$ cat src/rtl/exp_pkg.sv
`default_nettype none
// ============================================================================
//  Module      : exp_pkg
//  Description : Shared constants for the exponent-unit result buffer.
//                Used by exp_result_fifo and exp_result_buffer.
//                Optional feature macro: EXP_RESULT_DROP_CNT_EN.
//  Revision    : 1.0 - initial release
// ============================================================================
package exp_pkg;

    // Default result word width; matches the exponent unit's y output.
    localparam int EXP_WIDTH     = 16;

    // Default number of buffer entries.
    localparam int EXP_BUF_DEPTH = 4;

    // Width of the optional discarded-capture counter.
    localparam int DROP_CNT_W    = 8;

    // Increment that sticks at all-ones instead of wrapping to zero.
    function automatic logic [DROP_CNT_W-1:0] sat_inc(input logic [DROP_CNT_W-1:0] value);
        if (value == {DROP_CNT_W{1'b1}}) begin
            return value;
        end
        return value + DROP_CNT_W'(1);
    endfunction

endpackage : exp_pkg
`default_nettype wire

$ cat src/rtl/exp_result_fifo.sv
`default_nettype none
// ============================================================================
//  Module      : exp_result_fifo
//  Description : Circular word store with head/tail pointers and an occupancy
//                count. full and valid are derived from the count, so pointer
//                equality never has to be disambiguated. Entry contents are
//                intentionally not reset.
//  Revision    : 1.0 - initial release
// ============================================================================
module exp_result_fifo
    import exp_pkg::*;
#(
    parameter int WIDTH = EXP_WIDTH,
    parameter int DEPTH = EXP_BUF_DEPTH
) (
    input  logic                       clk,
    input  logic                       rst,
    input  logic                       clr,
    input  logic                       push,
    input  logic [WIDTH-1:0]           wdata,
    input  logic                       pop,
    output logic [WIDTH-1:0]           rdata,
    output logic                       valid,
    output logic                       full,
    output logic [$clog2(DEPTH+1)-1:0] count
);

    localparam int PTR_W = $clog2(DEPTH);
    localparam int CNT_W = $clog2(DEPTH+1);

    localparam logic [CNT_W-1:0] c_depth = CNT_W'(DEPTH);
    localparam logic [CNT_W-1:0] c_cnt_one = CNT_W'(1);
    localparam logic [PTR_W-1:0] c_ptr_one = PTR_W'(1);

    logic [WIDTH-1:0] r_mem [DEPTH];
    logic [PTR_W-1:0] r_wr_ptr;
    logic [PTR_W-1:0] r_rd_ptr;
    logic [CNT_W-1:0] r_count;

    logic w_wr;
    logic w_rd;

    // A read needs a stored word; a write needs room unless a read frees a slot this edge.
    assign w_rd = pop & (r_count != '0);
    assign w_wr = push & ((r_count != c_depth) | w_rd);

    assign rdata = r_mem[r_rd_ptr];
    assign valid = (r_count != '0);
    assign full  = (r_count == c_depth);
    assign count = r_count;

    // Storage write at the tail; flush wins so nothing is written during clr.
    always_ff @(posedge clk) begin
        if (w_wr && !clr) begin
            r_mem[r_wr_ptr] <= wdata;
        end
    end

    // Pointer and occupancy bookkeeping; DEPTH is a power of two so pointers wrap naturally.
    always_ff @(posedge clk or negedge rst) begin
        if (!rst) begin
            r_wr_ptr <= '0;
            r_rd_ptr <= '0;
            r_count  <= '0;
        end else if (clr) begin
            r_wr_ptr <= '0;
            r_rd_ptr <= '0;
            r_count  <= '0;
        end else begin
            if (w_wr) begin
                r_wr_ptr <= r_wr_ptr + c_ptr_one;
            end
            if (w_rd) begin
                r_rd_ptr <= r_rd_ptr + c_ptr_one;
            end
            case ({w_wr, w_rd})
                2'b10:   r_count <= r_count + c_cnt_one;
                2'b01:   r_count <= r_count - c_cnt_one;
                default: r_count <= r_count;
            endcase
        end
    end

endmodule : exp_result_fifo
`default_nettype wire

$ cat src/rtl/exp_result_buffer.sv
`default_nettype none
// ============================================================================
//  Module      : exp_result_buffer
//  Description : Captures the exponent unit's result on each rising edge of
//                its done level and queues it for a ready/valid consumer.
//                Captures arriving while full (with no simultaneous pop) are
//                dropped and flagged by a sticky overflow bit.
//                Optional feature macro: EXP_RESULT_DROP_CNT_EN adds an 8-bit
//                saturating count of dropped captures on port drop_cnt.
//  Revision    : 1.0 - initial release
// ============================================================================
module exp_result_buffer
    import exp_pkg::*;
#(
    parameter int WIDTH = EXP_WIDTH,
    parameter int DEPTH = EXP_BUF_DEPTH
) (
    input  logic                       clk,
    input  logic                       rst,
    input  logic [WIDTH-1:0]           y_in,
    input  logic                       done_in,
    input  logic                       clr,
    input  logic                       out_ready,
    output logic [WIDTH-1:0]           out_data,
    output logic                       out_valid,
    output logic                       full,
    output logic [$clog2(DEPTH+1)-1:0] count,
    output logic                       overflow
`ifdef EXP_RESULT_DROP_CNT_EN
    ,
    output logic [DROP_CNT_W-1:0]      drop_cnt
`endif
);

    logic r_done_q;
    logic r_armed;
    logic r_overflow;

    logic w_capture;
    logic w_pop;
    logic w_push;
    logic w_drop;

    // Rising edge of done_in only; r_armed blocks a capture on the first edge
    // after reset release when done_in was already high.
    assign w_capture = done_in & ~r_done_q & r_armed;
    assign w_pop     = out_valid & out_ready;
    // A pop in the same edge makes room, so a capture into a full buffer still lands.
    assign w_push    = w_capture & (~full | w_pop);
    assign w_drop    = w_capture & full & ~w_pop;

    assign overflow  = r_overflow;

    // Edge-detect history and post-reset arming; both keep running during clr.
    always_ff @(posedge clk or negedge rst) begin
        if (!rst) begin
            r_done_q <= 1'b0;
            r_armed  <= 1'b0;
        end else begin
            r_done_q <= done_in;
            r_armed  <= 1'b1;
        end
    end

    // Sticky drop indicator, cleared only by reset or flush.
    always_ff @(posedge clk or negedge rst) begin
        if (!rst) begin
            r_overflow <= 1'b0;
        end else if (clr) begin
            r_overflow <= 1'b0;
        end else if (w_drop) begin
            r_overflow <= 1'b1;
        end
    end

`ifdef EXP_RESULT_DROP_CNT_EN
    logic [DROP_CNT_W-1:0] r_drop_cnt;

    assign drop_cnt = r_drop_cnt;

    // Saturating count of discarded captures.
    always_ff @(posedge clk or negedge rst) begin
        if (!rst) begin
            r_drop_cnt <= '0;
        end else if (clr) begin
            r_drop_cnt <= '0;
        end else if (w_drop) begin
            r_drop_cnt <= sat_inc(r_drop_cnt);
        end
    end
`endif

    exp_result_fifo #(
        .WIDTH (WIDTH),
        .DEPTH (DEPTH)
    ) u_fifo (
        .clk   (clk),
        .rst   (rst),
        .clr   (clr),
        .push  (w_push),
        .wdata (y_in),
        .pop   (w_pop),
        .rdata (out_data),
        .valid (out_valid),
        .full  (full),
        .count (count)
    );

endmodule : exp_result_buffer
`default_nettype wire

$ cat config.mk
export PLATFORM = sky130hd
export DESIGN_NAME = exp_result_buffer
export DESIGN_NICKNAME = d
export VERILOG_FILES = /design/src/rtl/exp_pkg.sv /design/src/rtl/exp_result_fifo.sv /design/src/rtl/exp_result_buffer.sv
export SDC_FILE = /design/constraint.sdc
export NUM_CORES = 1
export LEC_CHECK = 0
export ABC_AREA = 1
export CORE_MARGIN = 3
export CORE_UTILIZATION = 48
export DETAILED_ROUTE_END_ITERATION = 8
export GPL_ROUTABILITY_DRIVEN = 0
export GPL_TIMING_DRIVEN = 0
export PLACE_DENSITY = 0.78
export SLEW_MARGIN = 20
export SYNTH_ARGS = -nofsm -noshare
export SYNTH_HDL_FRONTEND = slang
export SYNTH_HIERARCHICAL = 1
export SYNTH_SLANG_ARGS = --single-unit
$ cat constraint.sdc
create_clock -name clk -period 2.25 [get_ports clk]
set_input_delay 0.45 -clock clk [delete_from_list [all_inputs] [get_ports clk]]
set_output_delay 0.45 -clock clk [all_outputs]
set_load 0.01 [all_outputs]
### After elaboration in Yosys (flattened, before gate mapping)

Memories as Yosys holds them, arrays and structs flattened.
Cells that the tools add are included.

* $add $sub $neg: 4
* equal/unequal tests: 4
* muxes and demuxes: 10
* bitwise operators: 13
* reductions and logical operators: 7

Operators with widths (count)
* $and A1 B1 Y1: 8
* $mux W2: 4
* $pmux W3 S2: 1
* $reduce_bool A2 Y1: 3
* $reduce_bool A3 Y1: 2
* $add A2 B1 Y2 const B: 2
* $mux W1: 4
* $add A3 B1 Y3 const B: 1
* $eq A3 B3 Y1 const B: 1
* $mux W3: 1
* $ne A3 B3 Y1 const B: 1
* $not A1 Y1: 3
* $sub A3 B1 Y3 const B: 1
* $eq A2 B1 Y1 const B: 1
* $eq A2 B2 Y1 const B: 1
* $or A1 B1 Y1: 2
* $logic_and A1 B1 Y1: 1
* $logic_not A1 Y1: 1

* bits in registers: 10
* bits in writable memories: 64
* input port bits: 21
* logic and storage cells: 45
* memories: 1

Memories
* u_fifo.r_mem: words 4, bits a word 16, read ports 1, clocked after Yosys merged registers in 0, write ports 1, line exp_result_fifo.sv:35 `logic [WIDTH-1:0] r_mem [DEPTH];`

### Depth between registers and ports, before layout

* depth after elaboration: 8
* mapped depth: 16
* depth with buffers taken out: 16

### Cells and area by module

The synthesis kept the hierarchy.

Modules (own cells, without submodules)
* exp_result_fifo: times used 1, cells an instance 221, area each 2894.0 µm², sequential area each 2097.0 µm²
* exp_result_buffer: times used 1, cells an instance 14, area each 127.6 µm², sequential area each 75.1 µm²

### Worst setup path after synthesis

Ideal clock, no wire load.

* kind: reg-to-reg
* start point: register u_fifo.r_count[0], in the netlist u_fifo/count[0]
* end point: memory u_fifo/r_mem[0][0] (netlist name), enable pin
* data arrival time: 2.048 ns
* data required time: 1.861 ns
* setup slack: -0.187 ns
* cell stages (with the launch flop): 11
* clock period less this slack: 2.437 ns
* path through: dfrtp_1 -> nor2_4 -> nand2_2 -> inv_2 -> inv_1 -> a21oi_2 -> nor3_1 -> nand2_2 -> inv_2 -> nand2_2 -> nor2_1

* cells in the longest elaborated chain, start to end: 8
* elaborated cells between the ends (all ways): 13
* those cells by class: eq/ne (2); mux (2); bitwise (7); reduce/logical (2)

Ends and longest elaborated chain
* start, declared: line exp_result_fifo.sv:38 `logic [CNT_W-1:0] r_count;`
* start signal, assigned: line exp_result_fifo.sv:77 `2'b10: r_count <= r_count + c_cnt_one;`
* start signal, assigned: line exp_result_fifo.sv:78 `2'b01: r_count <= r_count - c_cnt_one;`
* start signal, assigned: line exp_result_fifo.sv:79 `default: r_count <= r_count;`
* $eq A3 B3 Y1: line exp_result_fifo.sv:49 `assign full = (r_count == c_depth);`
* net full: line exp_result_buffer.sv:26 `output logic full,`
* $not A1 Y1: line exp_result_buffer.sv:49 `assign w_push = w_capture & (~full | w_pop);`
* $or A1 B1 Y1: line exp_result_buffer.sv:49
* $and A1 B1 Y1: line exp_result_buffer.sv:49
* net w_push: line exp_result_buffer.sv:41 `logic w_push;`
* $and A1 B1 Y1: line exp_result_fifo.sv:45 `assign w_wr = push & ((r_count != c_depth) | w_rd);`
* $logic_and A1 B1 Y1: line exp_result_fifo.sv:54 `if (w_wr && !clr) begin`
* $mux W1: line exp_result_fifo.sv:54
* $mux W1 (not written as such): line exp_result_fifo.sv:55 `r_mem[r_wr_ptr] <= wdata;`
* end, declared: line exp_result_fifo.sv:35

The timed path passes the listed nets, and every way through them passes these cells.

### Worst setup path after layout

* start point: register u_fifo.r_rd_ptr[0]
* end point: output port out_data[3]

* cells in the longest elaborated chain, start to end: 1

Ends and longest elaborated chain
* start, declared: line exp_result_fifo.sv:37 `logic [PTR_W-1:0] r_rd_ptr;`
* start signal, assigned: line exp_result_fifo.sv:74 `r_rd_ptr <= r_rd_ptr + c_ptr_one;`
* $mem_v2 Z4 W16
* end, declared: line exp_result_buffer.sv:24 `output logic [WIDTH-1:0] out_data,`

Every way passes these cells.

==> run_results.csv <==
group,metric,value,unit
floorplan,dieHeight,85.34,um
global_routing,grt_pass1_vias,2048,
routing,ant_nets,0,
yosys,ys_top_cells_by_area,"edfxtp_1 (64%), dfrtp_1 (8.3%), o21ai_0 (5.0%), nor2_1 (4.7%), o22ai_1 (3.3%)",
floorplan,die_x,85.34,um
sta,relSlewSlack,0.6471,
cts,hold_buffers,0,
critical_path,slowest_stage,"dfrtp_1",
finish,nFillCells,437,
place,dp.cells,355,
sta,tightest_slew,0.5281,ns
cts,clock_sinks,74,
run,cap_violations,0,
yosys,synth_nets,261,
finish,antennaDiodeCount,0,
routing,routed_via_density,5.216,
cts,cts_root_buffer,"clkbuf_8",
power_and_ir_drop,p_leak,1.433,nW
yosys,ys.warnings.count,6,
routing,drc_errors,0,
cts,clockBufferDepth,2,
cts,path_clk_slew,0.07,ns
global_routing,grt_max_degree,17,
place,post-dp-hpwl,3940,um
sta,setup_viol,0,
cts,insertion_delay,0.35,ns
sta,setup-tns-final,0,ns
place,port_buffers,42,
global_routing,antenna_found_initial,0,
routing,num_vias,1977,
finish,synthToLayoutAreaGrowth,28.53,%
yosys,ys_seq_area_frac,0.7188,
finish,drive_gt1_frac,0.2368,
finish,seq_area,2177,um2
cts,tritoncts,"built",
critical_path,max_stage_delay,0.36,ns
finish,stdcell_count,379,
floorplan,pin_count,43,
critical_path,worstSetupEndpointType,"primary output",
sta,period_needed,2.163,ns
routing,first_pass_iters,4,
global_routing,gr-total-overflow,0,
yosys,yosys_register_bits,74,
cts,h-tree-depth,3,
sta,fin_crit_sh,0.9612,
floorplan,rows,28,
floorplan,start_util,0.5015,
critical_path,cp.required,1.80,ns
yosys,synth_top_area_frac,0.6360,
global_routing,grt_usage,0.1838,
critical_path,arrival,1.71,ns
critical_path,cp_cell_sequence,"buf_2 > inv_2 > buf_6 > o21ai_0 > o22ai_1 > clkdlybuf4s15_1",
yosys,postSynthCellCount,235,
critical_path,cp_max_fo,10,
cts,cts_buffers,9,
yosys,yosys.cell_types.count,26,
critical_path,path_delay_family,"buffers and inverters",
place,dpl_cell_area,3596,um2
sta,clock.fmax,462.4,MHz
sta,hold_ws,0.4300,ns
sta,finalHoldViolCount,0,
power_and_ir_drop,vdd_ir_drop_max,0.5381,mV
outcome,status,"completed",
critical_path,critPathLaunchType,"flop",
yosys,syn-cell-area,3022,um2
routing,drt_iter0_drc,146,
floorplan,core,6026,um2
finish,multi_input_area,768.2,um2
floorplan,die-area,7283,um2
critical_path,critPathKind,"reg2out",
routing,wire_per_inst,16.34,um
yosys,synth_top_cell_by_area,"edfxtp_1",
routing,wl,6194,um
power_and_ir_drop,p_per_area,935.5,nW/um2
finish,finalInstanceArea,3884,um2
sta,fin_skew,0.004766,ns
yosys,avgSynthCellArea,12.86,um2
sta,drv_slew,0,
min_path,hold_class,"in2async",
finish,finalNetCount,325,
global_routing,grt_pass1_wl,9970,um
critical_path,path_buf_inv,4,
-- state kept, by name, indices dropped and copies added, names as in the netlist --
signal and count:
r_armed 1, u_fifo/count 3, u_fifo/r_wr_ptr 2, overflow 1, u_fifo/r_rd_ptr 2, u_fifo/r_mem 64
r_done_q 1
-- synthesized netlist by cell type --
master,count
buf_4,1
nand3_2,3
nor2_4,1
dfrtp_1,10
nand4_1,2
ha_1,4
a21oi_2,3
inv_2,5
nor3_1,1
nor2_1,38
o21ai_2,2
o21ai_0,30
fa_1,1
buf_2,8
xnor2_1,1
nand3_1,5
o21ai_1,4
nand2_4,2
clkbuf_2,1
edfxtp_1,64
o22ai_1,16
nand2_1,11
inv_1,15
a21oi_1,2
conb_1,1
nand2_2,4
-- cell type report --
type / count / share of cell area
multi-input combinational: 131 / 0.1978
clock buffer: 9 / 0.03189
tap: 75 / 0.02416
sequential: 74 / 0.5606
clock inverter: 7 / 0.01804
buffer: 10 / 0.02030
inverter: 20 / 0.01933
timing repair buffer: 53 / 0.1279
-- layout by cell type, fill, tap and decap left out, types with 2 or more instances in the layout --
cell	count
nand3_2	2
clkbuf_2	3
o21ai_0	29
clkinvlp_4	2
o21ai_1	5
nand2_4	2
nor2_2	3
buf_2	3
inv_2	7
nand4_1	2
nor2_1	34
clkinv_4	2
buf_8	3
dlygate4sd2_1	11
inv_1	13
clkbuf_8	9
nand2_2	5
nand2_1	10
o21ai_2	2
clkdlybuf4s50_1	26
a21oi_1	2
dfrtp_2	4
dfrtp_1	6
clkdlybuf4s15_1	2
nor2_4	2
a21oi_2	3
edfxtp_1	64
clkinv_1	2
nand3_1	5
buf_6	3
buf_4	10
clkbuf_4	2
o22ai_1	16
ha_1	4
-- per-layer routing --
layer,GRT usage,routed length (um),up-vias
met5,0,0,-
met3,0.03204,342,13
met2,0.3030,3092,65
met1,0.2248,2585,934
li1,-,-,965
met4,0.1137,173,0
-- through the flow --
step / total power (W) / worst slack (ns) / utilization
detailed placement: 0.002621 / -0.4409 / 0.5968
CTS: 0.003601 / 0.01426 / 0.6400
global route: 0.003803 / -0.02674 / 0.6445
global placement: 0.002597 / -0.8912 / 0.5876
finish: 0.003633 / 0.08733 / 0.6445
floorplan: 0.002161 / -0.06256 / -
-- power by group --
part	total, W	leakage [nW]	switching (W)	internal (W)
logic	0.00107	0.640	0.000608	0.000458
clock network	0.000992	0.0905	0.000484	0.000507
registers	0.00158	0.702	0.0000351	0.00154
total	0.00363	1.43	0.00113	0.00251
-- worst paths after layout --
kind                                    startpoint  slack [ns]            endpoint  depth (start not counted)
worst min register to register            overflow        0.53            overflow                          2
worst max register to register     u_fifo/count[2]        0.14  u_fifo/r_mem[0][9]                         11
worst min-delay path                           rst        0.43     u_fifo/count[0]                          1
min in group clk                          overflow        0.53            overflow                          2
worst max-delay path            u_fifo/r_rd_ptr[0]        0.09         out_data[3]                          6
max in group asynchronous                      rst        1.47  u_fifo/r_rd_ptr[1]                          1
-- kinds of logic (layout without fill, tap and decap cells) --
group,count (synthesis),after routing,share of synthesized area
flops,74,74,0.7188
simple gates,67,67,0.1043
compound gates,57,57,0.1072
buf+inv,30,99,0.04224
fa+ha+maj,5,5,0.02319
other cells,1,1,0.001241
xor+xnor,1,1,0.002899
-- repair_timing --
action                                  in CTS  in global routing
endpoints found under the setup margin      33                 29
gates resized for setup                     30                 16
hold endpoints to repair                     0                  0
pin swaps                                    2                  1
buffers inserted                             7                  1
-- worst register-to-register path, cell delays in order (launching register included) --
cell,delay (ns)
dfrtp_2,0.40
inv_2,0.06
nand2_4,0.12
nand2_1,0.06
inv_1,0.17
inv_2,0.07
nand2_1,0.09
nand2_2,0.08
inv_2,0.08
nand2_2,0.10
nor2_2,0.36
buf_8,0.22
No activity file was read; power rests on OpenSTA's default activity.
